--- src/rtl/rob_ring.sv ---
// ---------------------------------------------------------------------------
// rob_ring -- circular reorder buffer
//
// Entries are allocated in program order at the tail. Results arrive out of
// order on two writeback ports: wb0 (ALU) and wb1 (load/store). Completed
// entries retire strictly in order from the head onto the registered commit
// bus, at most one per cycle.
//
// Optional feature macro: ROB_FLUSH_EN
//   When defined, a flush input exists. A flush empties the buffer and takes
//   priority over allocation, writeback and commit in the same cycle. When
//   undefined, the port and its logic are absent.
//
// Ports
//   clk, rst            rising-edge clock; asynchronous active-high reset
//   alloc_valid/name    allocation request and destination register name
//   alloc_ready         space available (registered count != DEPTH)
//   alloc_tag           tag that the next allocation receives (tail pointer)
//   wb0_valid/tag/data  ALU writeback; wins over wb1 on a tag collision
//   wb1_valid/tag/data  load/store writeback
//   flush               discard all entries (ROB_FLUSH_EN builds only)
//   commit_valid        registered one-cycle pulse per retired entry
//   commit_name/tag/data registered payload of the retired entry; held
//                       while no commit fires
//   count               registered occupancy, 0..DEPTH
// ---------------------------------------------------------------------------
module rob_ring #(
    parameter int DEPTH  = 16,
    parameter int TAG_W  = 4,
    parameter int DATA_W = 32,
    parameter int NAME_W = 5
) (
    input  logic              clk,
    input  logic              rst,
    input  logic              alloc_valid,
    input  logic [NAME_W-1:0] alloc_name,
    output logic              alloc_ready,
    output logic [TAG_W-1:0]  alloc_tag,
    input  logic              wb0_valid,
    input  logic [TAG_W-1:0]  wb0_tag,
    input  logic [DATA_W-1:0] wb0_data,
    input  logic              wb1_valid,
    input  logic [TAG_W-1:0]  wb1_tag,
    input  logic [DATA_W-1:0] wb1_data,
`ifdef ROB_FLUSH_EN
    input  logic              flush,
`endif
    output logic              commit_valid,
    output logic [NAME_W-1:0] commit_name,
    output logic [TAG_W-1:0]  commit_tag,
    output logic [DATA_W-1:0] commit_data,
    output logic [TAG_W:0]    count
);

    localparam logic [TAG_W:0] L_FULL = (TAG_W+1)'(DEPTH);

    // Per-entry control state (reset) and payload (not reset).
    logic [DEPTH-1:0]  r_valid;
    logic [DEPTH-1:0]  r_ready;
    logic [NAME_W-1:0] r_name [DEPTH];
    logic [DATA_W-1:0] r_data [DEPTH];

    logic [TAG_W-1:0]  r_head;
    logic [TAG_W-1:0]  r_tail;
    logic [TAG_W:0]    r_count;

    logic w_flush;
    logic w_alloc_fire;
    logic w_commit_fire;
    logic w_wb0_fire;
    logic w_wb1_fire;

`ifdef ROB_FLUSH_EN
    assign w_flush = flush;
`else
    assign w_flush = 1'b0;
`endif

    // Ready is taken from the registered count, so a full buffer refuses
    // allocation even in a cycle where the head retires.
    assign alloc_ready = (r_count != L_FULL);
    assign alloc_tag   = r_tail;
    assign count       = r_count;

    // Every event is suppressed by a flush in the same cycle.
    assign w_alloc_fire  = alloc_valid && alloc_ready && !w_flush;
    assign w_commit_fire = r_valid[r_head] && r_ready[r_head] && !w_flush;
    assign w_wb0_fire    = wb0_valid && r_valid[wb0_tag] && !w_flush;
    assign w_wb1_fire    = wb1_valid && r_valid[wb1_tag] && !w_flush;

    // Valid/ready bits. A tag only becomes visible after allocation, so the
    // allocation and writeback indices never coincide. Commit is applied last
    // so a late writeback to the retiring head cannot leave it ready.
    // NOTE: sequential state uses non-blocking assignments so every process
    // sees the pre-edge values; the last assignment in program order wins.
    always_ff @(posedge clk or posedge rst) begin
        if (rst) begin
            r_valid <= '0;
            r_ready <= '0;
        end else if (w_flush) begin
            r_valid <= '0;
            r_ready <= '0;
        end else begin
            if (w_alloc_fire) begin
                r_valid[r_tail] <= 1'b1;
                r_ready[r_tail] <= 1'b0;
            end
            if (w_wb1_fire) r_ready[wb1_tag] <= 1'b1;
            if (w_wb0_fire) r_ready[wb0_tag] <= 1'b1;
            if (w_commit_fire) begin
                r_valid[r_head] <= 1'b0;
                r_ready[r_head] <= 1'b0;
            end
        end
    end

    // Payload storage.
    // NOTE: the name/data arrays are deliberately not reset; they are only
    // observed through entries whose valid bit is set, which reset clears.
    // wb0 is written after wb1 so it wins a same-tag collision.
    always_ff @(posedge clk) begin
        if (w_alloc_fire) r_name[r_tail] <= alloc_name;
        if (w_wb1_fire)   r_data[wb1_tag] <= wb1_data;
        if (w_wb0_fire)   r_data[wb0_tag] <= wb0_data;
    end

    // Pointers and occupancy. Pointers are TAG_W bits wide with DEPTH a power
    // of two, so DEPTH-1 wraps to 0 naturally.
    always_ff @(posedge clk or posedge rst) begin
        if (rst) begin
            r_head  <= '0;
            r_tail  <= '0;
            r_count <= '0;
        end else if (w_flush) begin
            r_head  <= '0;
            r_tail  <= '0;
            r_count <= '0;
        end else begin
            if (w_alloc_fire)  r_tail <= r_tail + TAG_W'(1);
            if (w_commit_fire) r_head <= r_head + TAG_W'(1);
            r_count <= r_count + (TAG_W+1)'(w_alloc_fire)
                               - (TAG_W+1)'(w_commit_fire);
        end
    end

    // Registered commit bus. Payload holds its last value between commits.
    always_ff @(posedge clk or posedge rst) begin
        if (rst) begin
            commit_valid <= 1'b0;
            commit_name  <= '0;
            commit_tag   <= '0;
            commit_data  <= '0;
        end else begin
            commit_valid <= w_commit_fire;
            if (w_commit_fire) begin
                commit_name <= r_name[r_head];
                commit_tag  <= r_head;
                commit_data <= r_data[r_head];
            end
        end
    end

endmodule

--- config.mk ---
export PLATFORM = sky130hd
export DESIGN_NAME = rob_ring
export DESIGN_NICKNAME = d
export VERILOG_FILES = /design/src/rtl/rob_ring.sv
export SDC_FILE = /design/constraint.sdc
export NUM_CORES = 1
export LEC_CHECK = 0
export ABC_AREA = 1
export CORE_UTILIZATION = 45
export DETAILED_ROUTE_END_ITERATION = 8
export HOLD_SLACK_MARGIN = 0.02
export PLACE_DENSITY = 0.62
export SYNTH_ARGS = -nofsm -noshare
export SYNTH_HDL_FRONTEND = slang
export SYNTH_SLANG_ARGS = --single-unit
--- constraint.sdc ---
create_clock -name clk -period 4.7 [get_ports clk]
set_clock_uncertainty 0.15 [all_clocks]
set_input_delay 0.47 -clock clk [delete_from_list [all_inputs] [get_ports clk]]
set_output_delay 0.47 -clock clk [all_outputs]
set_load 0.05 [all_outputs]
---- Word-level counts from Yosys, hierarchy flattened ----
Memories as Yosys holds them, arrays and structs flattened. A register that Yosys moved wholly into a read port is not among the register bits.
Index checks and enable logic that the tools add are counted.
Widths: inputs -> output; s select.
word-level totals
  register bits after elaboration ......... 50
  bits in writable memories ............... 592
  output and inout bits ................... 52
  word-level logic and storage cells ...... 66
  memories kept ........................... 2
memory list
  name    depth  bits a word  rd ports  clocked after memory_dff  write ports  RTL line  RTL
  r_data  16     32           1         1                         2            61        logic [DATA_W-1:0] r_data [DEPTH];
  r_name  16     5            1         1                         1            60        logic [NAME_W-1:0] r_name [DEPTH];
cells by class
  add/subtract/negate cells ............... 4
  order comparisons ....................... 8
  eq/ne operators ......................... 1
  multiplexer cells ....................... 28
  bitwise logic cells ..................... 8
  reduce and logical (&&, ||, !) cells .... 8
operators with widths
  kind                 count
  $mux 16              6
  $and 16x16->16       3
  $or 16x16->16        3
  $not 16->16          2
  $lt 4x5->1 const B   4
  $bmux 1 s4           4
  $demux 1 s4          4
  $ge 4x1->1 const B   4
  $mux 1               14
  $add 4x1->4 const B  2
  $logic_and 1x1->1    8
  $add 5x1->5          1
  $ne 5x5->1 const B   1
  $sub 5x1->5          1

---- Logic depth before layout (Yosys ltp) ----
Gate-level depths: netlist of the first run.
  depth in word-level cells ............... 13
  mapped depth ............................ 19
  gate-level depth less buffers ........... 17

---- Worst setup path before layout of the first run ----
No wires, ideal clock.
  kind .................................... register to register
  start ................................... register r_count[2] (netlist: count[2])
  end ..................................... register r_count[4] (netlist: count[4])
  arrival time ............................ 2.992 ns
  data required time ...................... 4.471 ns
  setup slack ............................. 1.479 ns
  stages on the path, launching flop included .. 13
  path through ............................ dfrtp_1 -> inv_1 -> ha_1 -> nand3_1 -> nand2_1 -> ha_1 -> inv_1 -> ha_1 -> fa_1 -> a21oi_1 -> nor2_1 -> nor2_1 -> xor2_1
between the ends
  cells in the longest elaborated chain, start to end .. 4
RTL lines
  element                 RTL line  RTL
  start, declared         65        logic [TAG_W:0] r_count;
  start signal, assigned  141       r_count <= r_count + (TAG_W+1)'(w_alloc_fire)
  $ne 5x5->1              81        assign alloc_ready = (r_count != L_FULL);
  net alloc_ready         37        output logic alloc_ready,
  $logic_and 1x1->1       86        assign w_alloc_fire = alloc_valid && alloc_ready && !w_flush;
  $add 5x1->5             141
  $sub 5x1->5             142       - (TAG_W+1)'(w_commit_fire);
The timed path passes the listed nets, and every way through them passes these cells.
A chain may end at the register's enable or synchronous reset.

---- Final worst setup path of the first run ----
  start ................................... register r_head[0]
  end ..................................... register r_count[4] (netlist: count[4])
between the ends
  cells in the longest elaborated chain, start to end .. 4
RTL lines
  element                       RTL line  RTL
  start, declared               63        logic [TAG_W-1:0] r_head;
  start signal, assigned        140       if (w_commit_fire) r_head <= r_head + TAG_W'(1);
  $bmux 1 s4                    87        assign w_commit_fire = r_valid[r_head] && r_ready[r_head] && !w_flush;
  $mux 1 (not written as such)  87
  $logic_and 1x1->1 (*)         87
  $sub 5x1->5 (*)               142
Mark *: on every way between the ends. The rest lies on a longest branch, timed or not. The select of a mux whose other input is x is not followed.

==> results.yml, run 1 <==
yosys:
  synth-edff-count: 592
  synth_flop_cell: "edfxtp_1"
  synth_warnings: 0
  ys_seq_area_share_pct: 59.3
  avgSynthCellArea_sq_um: 9.31
  synthSimpleGateAreaFrac_pct: 16.0
  synth_fp_nets: 3713
  synth_xor_area_share_pct: 0.234
  synth_top_family_by_area: "compound AO/OA/AOI/OAI gates"
  synthAdderAreaFrac_pct: 0.580
  synthArstFlopShare_pct: 12.8
  synth-compound-area-share_pct: 17.0
  syn_inst: 3616
  synth_mux_area_share_pct: 0
  syn_area_sq_um: 33700
  yosys.cell_types.count: 30
  synth_seq_cells: 679
clocking:
  cts.sinks: 679
  clk-insertion-delay-late_ns: 0.63
  cts_max_level: 3
  cts_setup_buffers: 0
  cts-root-buf: "clkbuf_16"
  cts_tree: "done"
  post_cts_resized: 0
  cts_buffers: 76
  cts_hold_buf: 0
  cts.clk_slew.worst_paths_ns: 0.06
  clk_path_buf_depth: 3
floorplanning:
  dieWidth_microns: 276
  core_sq_um: 73500
  start_util_pct: 45.8
  core.rowCount: 99
  num_io_pins: 134
  die_height_microns: 276
  die_area_sq_um: 75900
final_layout:
  nNetsFinal: 3631
  final_area_sq_um: 37600
  diodes: 0
  syn2layout_area_growth_pct: 11.6
  drive_above_1_share_pct: 6.67
  multiInputGateArea_sq_um: 11500
  nFillCells: 6729
  post-route-util_pct: 51.2
  register_area_sq_um: 20000
placement:
  gp_congestion: 0.883
  port_buffers: 133
  dpl_worst_slack_ns: 0.877
  dp_hpwl_microns: 56600
  dpl_cell_area_sq_um: 35100
timing:
  setup_viol_count_final: 0
  slew_viol_final: 0
  rsz0062_at_grt: "false"
  hold_viol_final: 0
  worstMarginPinSlew_ns: 1.14
  period_needed_ns: 3.63
  worst_slack_ns: 1.07
  max_freq_mhz: 275
  hold_slack_ns: 0.158
  max_slew_margin_pct: 24.2
  totalNegativeSetupSlack_ns: 0
  finalCritPeriodShare_pct: 77.3
job:
  maxCapViolCount: 0
worst_setup_path:
  crit_arrival_ns: 4.03
  setup.worst_path.start_class: "flop"
  path_class: "reg2reg"
  worstSetupEndpointType: "flop"
  worstPathMaxFanout: 68
  required_ns: 5.10
route:
  routed_wl_microns: 102000
  via_per_inst: 5.77
  drc: 0
  wire_per_inst_microns: 22.3
  drtIter0Drc: 3082
  ant_nets: 0
  drt-pass1-iter-count: 5
  vias: 26300
global_route:
  grt_pass1_wl_microns: 154000
  antenna_found_initial: 2
  grt_overflow: 0
  grtUsageTotal_pct: 26.9
  grt_max_degree: 126
  grt_pass1_vias: 24700
power_and_ir_drop:
  p_leak_nw: 14.6
  peakVddDrop_v: 0.000508
  p_per_area_nw_per_um2: 562
status:
  status: "completed"
hold_path:
  hp-class: "in2async"
[layer usage]
layer	GRT usage (%)	routed length [microns]	vias to the layer above
li1	-	-	12300
met1	36.4	41900	12600
met2	44.2	48700	1219
met3	4.13	8450	178
met4	9.09	2700	4
met5	0	22	-
[placed cells by master, fill, tap and decap left out, drive strengths merged]
cell type	synthesis	final
a21oi	44	44
a22oi	6	6
a2bb2oi	6	6
buf	160	58
bufinv	0	7
clkbuf	191	106
clkdlybuf4s50	0	133
clkinv	1	26
dfrtp	87	87
edfxtp	592	592
fa	1	1
ha	14	14
inv	124	126
nand2	862	862
nand3	105	105
nand4	1	1
nor2	396	396
nor3	1	1
o211ai	5	5
o21ai	863	863
o22ai	148	148
xor2	9	9
[critical path, cell delays in order (launching register included)]
cell	delay, ns
dfrtp_4	0.62
buf_4	0.65
nand2_1	0.12
o211ai_1	0.11
nand2_1	0.07
nand2_1	0.06
nand2_1	0.05
nor2_1	0.21
nor2_2	0.09
ha_1	0.28
inv_1	0.04
ha_1	0.21
fa_1	0.43
a21oi_1	0.17
nor2_1	0.06
nor2_1	0.11
xor2_1	0.14
[where the power goes]
group	switching [W]	internal (W)
Sequential	0.000391	0.00710
Clock	0.00249	0.00357
Combinational	0.00542	0.00216
Total	0.00830	0.0128
[state kept, by name, indices dropped and copies added, names as in the netlist, 4 cells and up]
name and flops:
alloc_tag 4, commit_data 32, commit_name 5, commit_tag 4
count 5, r_data 512, r_head 4, r_name 80
r_ready 16, r_valid 16
[cells in the mapped netlist (14+ instances only)]
library cell / count / area share, %
a21oi_1: 44 / 0.65
buf_1: 29 / 0.32
buf_2: 64 / 0.95
buf_6: 56 / 1.9
clkbuf_1: 191 / 2.1
dfrtp_1: 87 / 6.5
edfxtp_1: 592 / 53
ha_1: 14 / 0.52
inv_1: 118 / 1.3
nand2_1: 860 / 9.6
nand3_1: 95 / 1.4
nor2_1: 396 / 4.4
o21ai_0: 692 / 10
o21ai_1: 142 / 2.1
o21ai_2: 29 / 0.75
o22ai_1: 148 / 2.7
[layout make-up]
cell class | instances | area share (%)
tap | 959 | 3.19
clock buffer | 106 | 5.69
clock inverter | 34 | 0.995
timing repair buffer | 191 | 5.07
inverter | 125 | 1.28
multi-input combinational | 2461 | 30.7
sequential | 679 | 53.1
[path summary, 6_finish.rpt]
kind                       slack [ns]  cells after the start      startpoint             end
min reg2reg                      0.33                      2  commit_name[3]  commit_name[3]
max in group asynchronous        3.35                      3             rst       r_head[1]
max reg2reg                      1.07                     16       r_head[0]        count[4]
max                              1.07                     16       r_head[0]        count[4]
min                              0.16                      2             rst  commit_data[4]
min in group clk                 0.33                      2  commit_name[3]  commit_name[3]
[metrics by stage]
| stage | cells | total power (W) |
|---|---|---|
| after global routing | 4555 | 0.0222 |
| after detailed placement | 4415 | 0.0151 |
| after global placement | 4415 | 0.0151 |
| after CTS | 4555 | 0.0212 |
| final | 4555 | 0.0211 |
| after floorplan | 3616 | 0.0127 |
[logic make-up after synthesis]
kind of cell             after synthesis
flip-flops                           679
AO/OA/AOI/OAI                       1072
adder cells (fa/ha/maj)               15
buffers and inverters                476
AND/OR/NAND/NOR                     1365
XOR/XNOR                               9
Note: power is estimated with default switching activity, not from simulation.
==> run 2: changes to the inputs <==
--- a/config.mk
+++ b/config.mk
@@ -9,7 +9,7 @@
 export CORE_UTILIZATION = 45
 export DETAILED_ROUTE_END_ITERATION = 8
 export HOLD_SLACK_MARGIN = 0.02
-export PLACE_DENSITY = 0.62
+export PLACE_DENSITY = 0.64
 export SYNTH_ARGS = -nofsm -noshare
 export SYNTH_HDL_FRONTEND = slang
 export SYNTH_SLANG_ARGS = --single-unit
==> constraint.sdc (replaced) <==
create_clock -name clk -period 3.3 [get_ports clk]
set_clock_uncertainty 0.15 [all_clocks]
set_input_delay 0.33 -clock clk [delete_from_list [all_inputs] [get_ports clk]]
set_output_delay 0.33 -clock clk [all_outputs]
set_load 0.05 [all_outputs]
==> results.yml, run 2 (synthesis gave the netlist of run 1 again) <==
status:
  status: "completed"
timing:
  hold_viol_final: 0
  worstMarginPinSlew_ns: 1.17
  period_needed_ns: 3.08
  setup_viol_count_final: 0
  slew_viol_final: 0
  hold_slack_ns: 0.0122
  totalNegativeSetupSlack_ns: 0
  finalCritPeriodShare_pct: 93.3
  max_slew_margin_pct: 22.1
  rsz0062_at_grt: "false"
  worst_slack_ns: 0.223
  max_freq_mhz: 325
clocking:
  cts.sinks: 679
  cts.clk_slew.worst_paths_ns: 0.06
  cts_max_level: 3
  cts-root-buf: "clkbuf_16"
  clk-insertion-delay-late_ns: 0.63
  cts_buffers: 74
  cts_tree: "done"
  clk_path_buf_depth: 3
final_layout:
  final_cells: 4583
  layout_commonest_cell: "nand2_1"
  nNetsFinal: 3660
  reg.largest.list: "r_data: 512 flops, r_name: 80 flops, commit_data: 32 flops"
  drive_above_1_share_pct: 7.37
  top_register: "r_data"
  syn2layout_area_growth_pct: 12.7
  final_cell_mix: "nand2_1, o21ai_0, edfxtp_1"
  nFillCells: 6626
  largest_register_ffs: 512
  register_area_sq_um: 20000
  multiInputGateArea_sq_um: 11500
  final_area_sq_um: 37900
worst_setup_path:
  crit_arrival_ns: 3.45
  setup.worst_path.start_class: "flop"
  path_class: "reg2reg"
  reg2reg_to: "commit_data[11]"
  ff2ff_path_depth: 8
  timing.rr.start: "r_head[1]"
  worstPathMaxFanout: 71
  reg2reg_slack_ns: 0.22
  required_ns: 3.67
  worstSetupEndpointType: "flop"
placement:
  port_buffers: 133
  dp.cells: 4442
  gp_congestion: 0.914
  dpl_worst_slack_ns: 0.0670
  dp_hpwl_microns: 57200
  dpl_cell_area_sq_um: 35600
power_and_ir_drop:
  seqPwrFrac_pct: 35.8
  p_leak_nw: 14.7
  p_int_w: 0.0180
  swShare_pct: 39.2
  p_sw_w: 0.0116
  p_per_area_nw_per_um2: 782
  peakVddDrop_v: 0.000801
  p_comb_share_pct: 36.8
  pwr-share-clk_pct: 27.4
route:
  drc: 0
  vias: 26200
  wire_per_inst_microns: 21.6
  routed_wl_microns: 99000
  drtIter0Drc: 3200
  ant_nets: 0
  drt-pass1-iter-count: 7
  via_per_inst: 5.71
global_route:
  antenna_found_initial: 1
  grt_pass1_wl_microns: 150000
  grt_overflow: 0
  grt_pass1_vias: 24600
  grt_max_degree: 231
  grtUsageTotal_pct: 26.1
floorplanning:
  start_util_pct: 45.8
  core_sq_um: 73500
  num_io_pins: 134
  die_height_microns: 276
  dieWidth_microns: 276
  core.rowCount: 99
  die_area_sq_um: 75900
job:
  maxCapViolCount: 0
hold_path:
  hp-class: "in2async"
[run 2: changes by cell type in the layout (fill, tap and decap cells not counted), sizes merged, moves of 2 or more]
cell    delta
buf       +30
bufinv     -4
clkbuf     +2
clkinv     -3
[run 2: how the worst max path moves through the flow]
| stage | startpoint | end | slack, ns | cells after the start |
|---|---|---|---|---|
| floorplan | count[2] | count[4] | 0.08 | 12 |
| global placement | wb0_tag[0] | r_data[0][9] | 0.11 | 13 |
| detailed placement | wb0_tag[0] | r_data[0][22] | 0.07 | 13 |
| CTS | r_head[0] | count[4] | 0.09 | 15 |
| global route | r_head[0] | count[4] | 0.03 | 17 |
| finish | r_head[1] | commit_data[11] | 0.22 | 8 |
[run 2: layout make-up]
class,instances,area share [%]
well taps,959,3.16
inverters,125,1.27
repair buffers,222,6.44
multi-input cells,2461,30.4
flip-flops and latches,679,52.6
clock buffers,107,5.48
diodes,1,0.00659
clock inverters,29,0.673
[run 2: what timing repair did]
action | 4_1_cts | 5_1_grt
buffers inserted | 0 | 4
endpoints found under the setup margin | 0 | 1
hold buffers | 0 | 0
gates resized for setup | 0 | 1
[run 2: through the flow]
| stage | power, W | util (%) |
|---|---|---|
| after floorplan | 0.0181 | - |
| after global placement | 0.0215 | 48.4 |
| after detailed placement | 0.0216 | 48.4 |
| after CTS | 0.0297 | 51.6 |
| after global routing | 0.0312 | 51.7 |
| final | 0.0297 | 51.7 |
[run 2: routing by layer]
metal | track usage, % | share of wire [%] | vias up
li1 | - | - | 12400
met3 | 3.91 | 7.8 | 217
met2 | 42.5 | 47 | 1115
met4 | 9.06 | 3.4 | 2
met1 | 35.5 | 42 | 12500
met5 | 0 | 0.013 | -
[run 2: critical path, cell delays in order, from the launching register on]
cell,delay (ns)
dfrtp_4,0.58
buf_4,0.45
buf_4,0.77
o21ai_0,0.28
o22ai_1,0.22
nand2_1,0.07
nand3_1,0.09
a21oi_1,0.08
o21ai_0,0.20
[run 2: power by group through the flow]
stage | Sequential (W) | Combinational (W) | Clock (W)
floorplan | 0.0116 | 0.00657 | 0
global placement | 0.0108 | 0.0107 | 0
detailed placement | 0.0108 | 0.0108 | 0
CTS | 0.0107 | 0.0108 | 0.00822
global route | 0.0107 | 0.0120 | 0.00852
finish | 0.0106 | 0.0109 | 0.00813
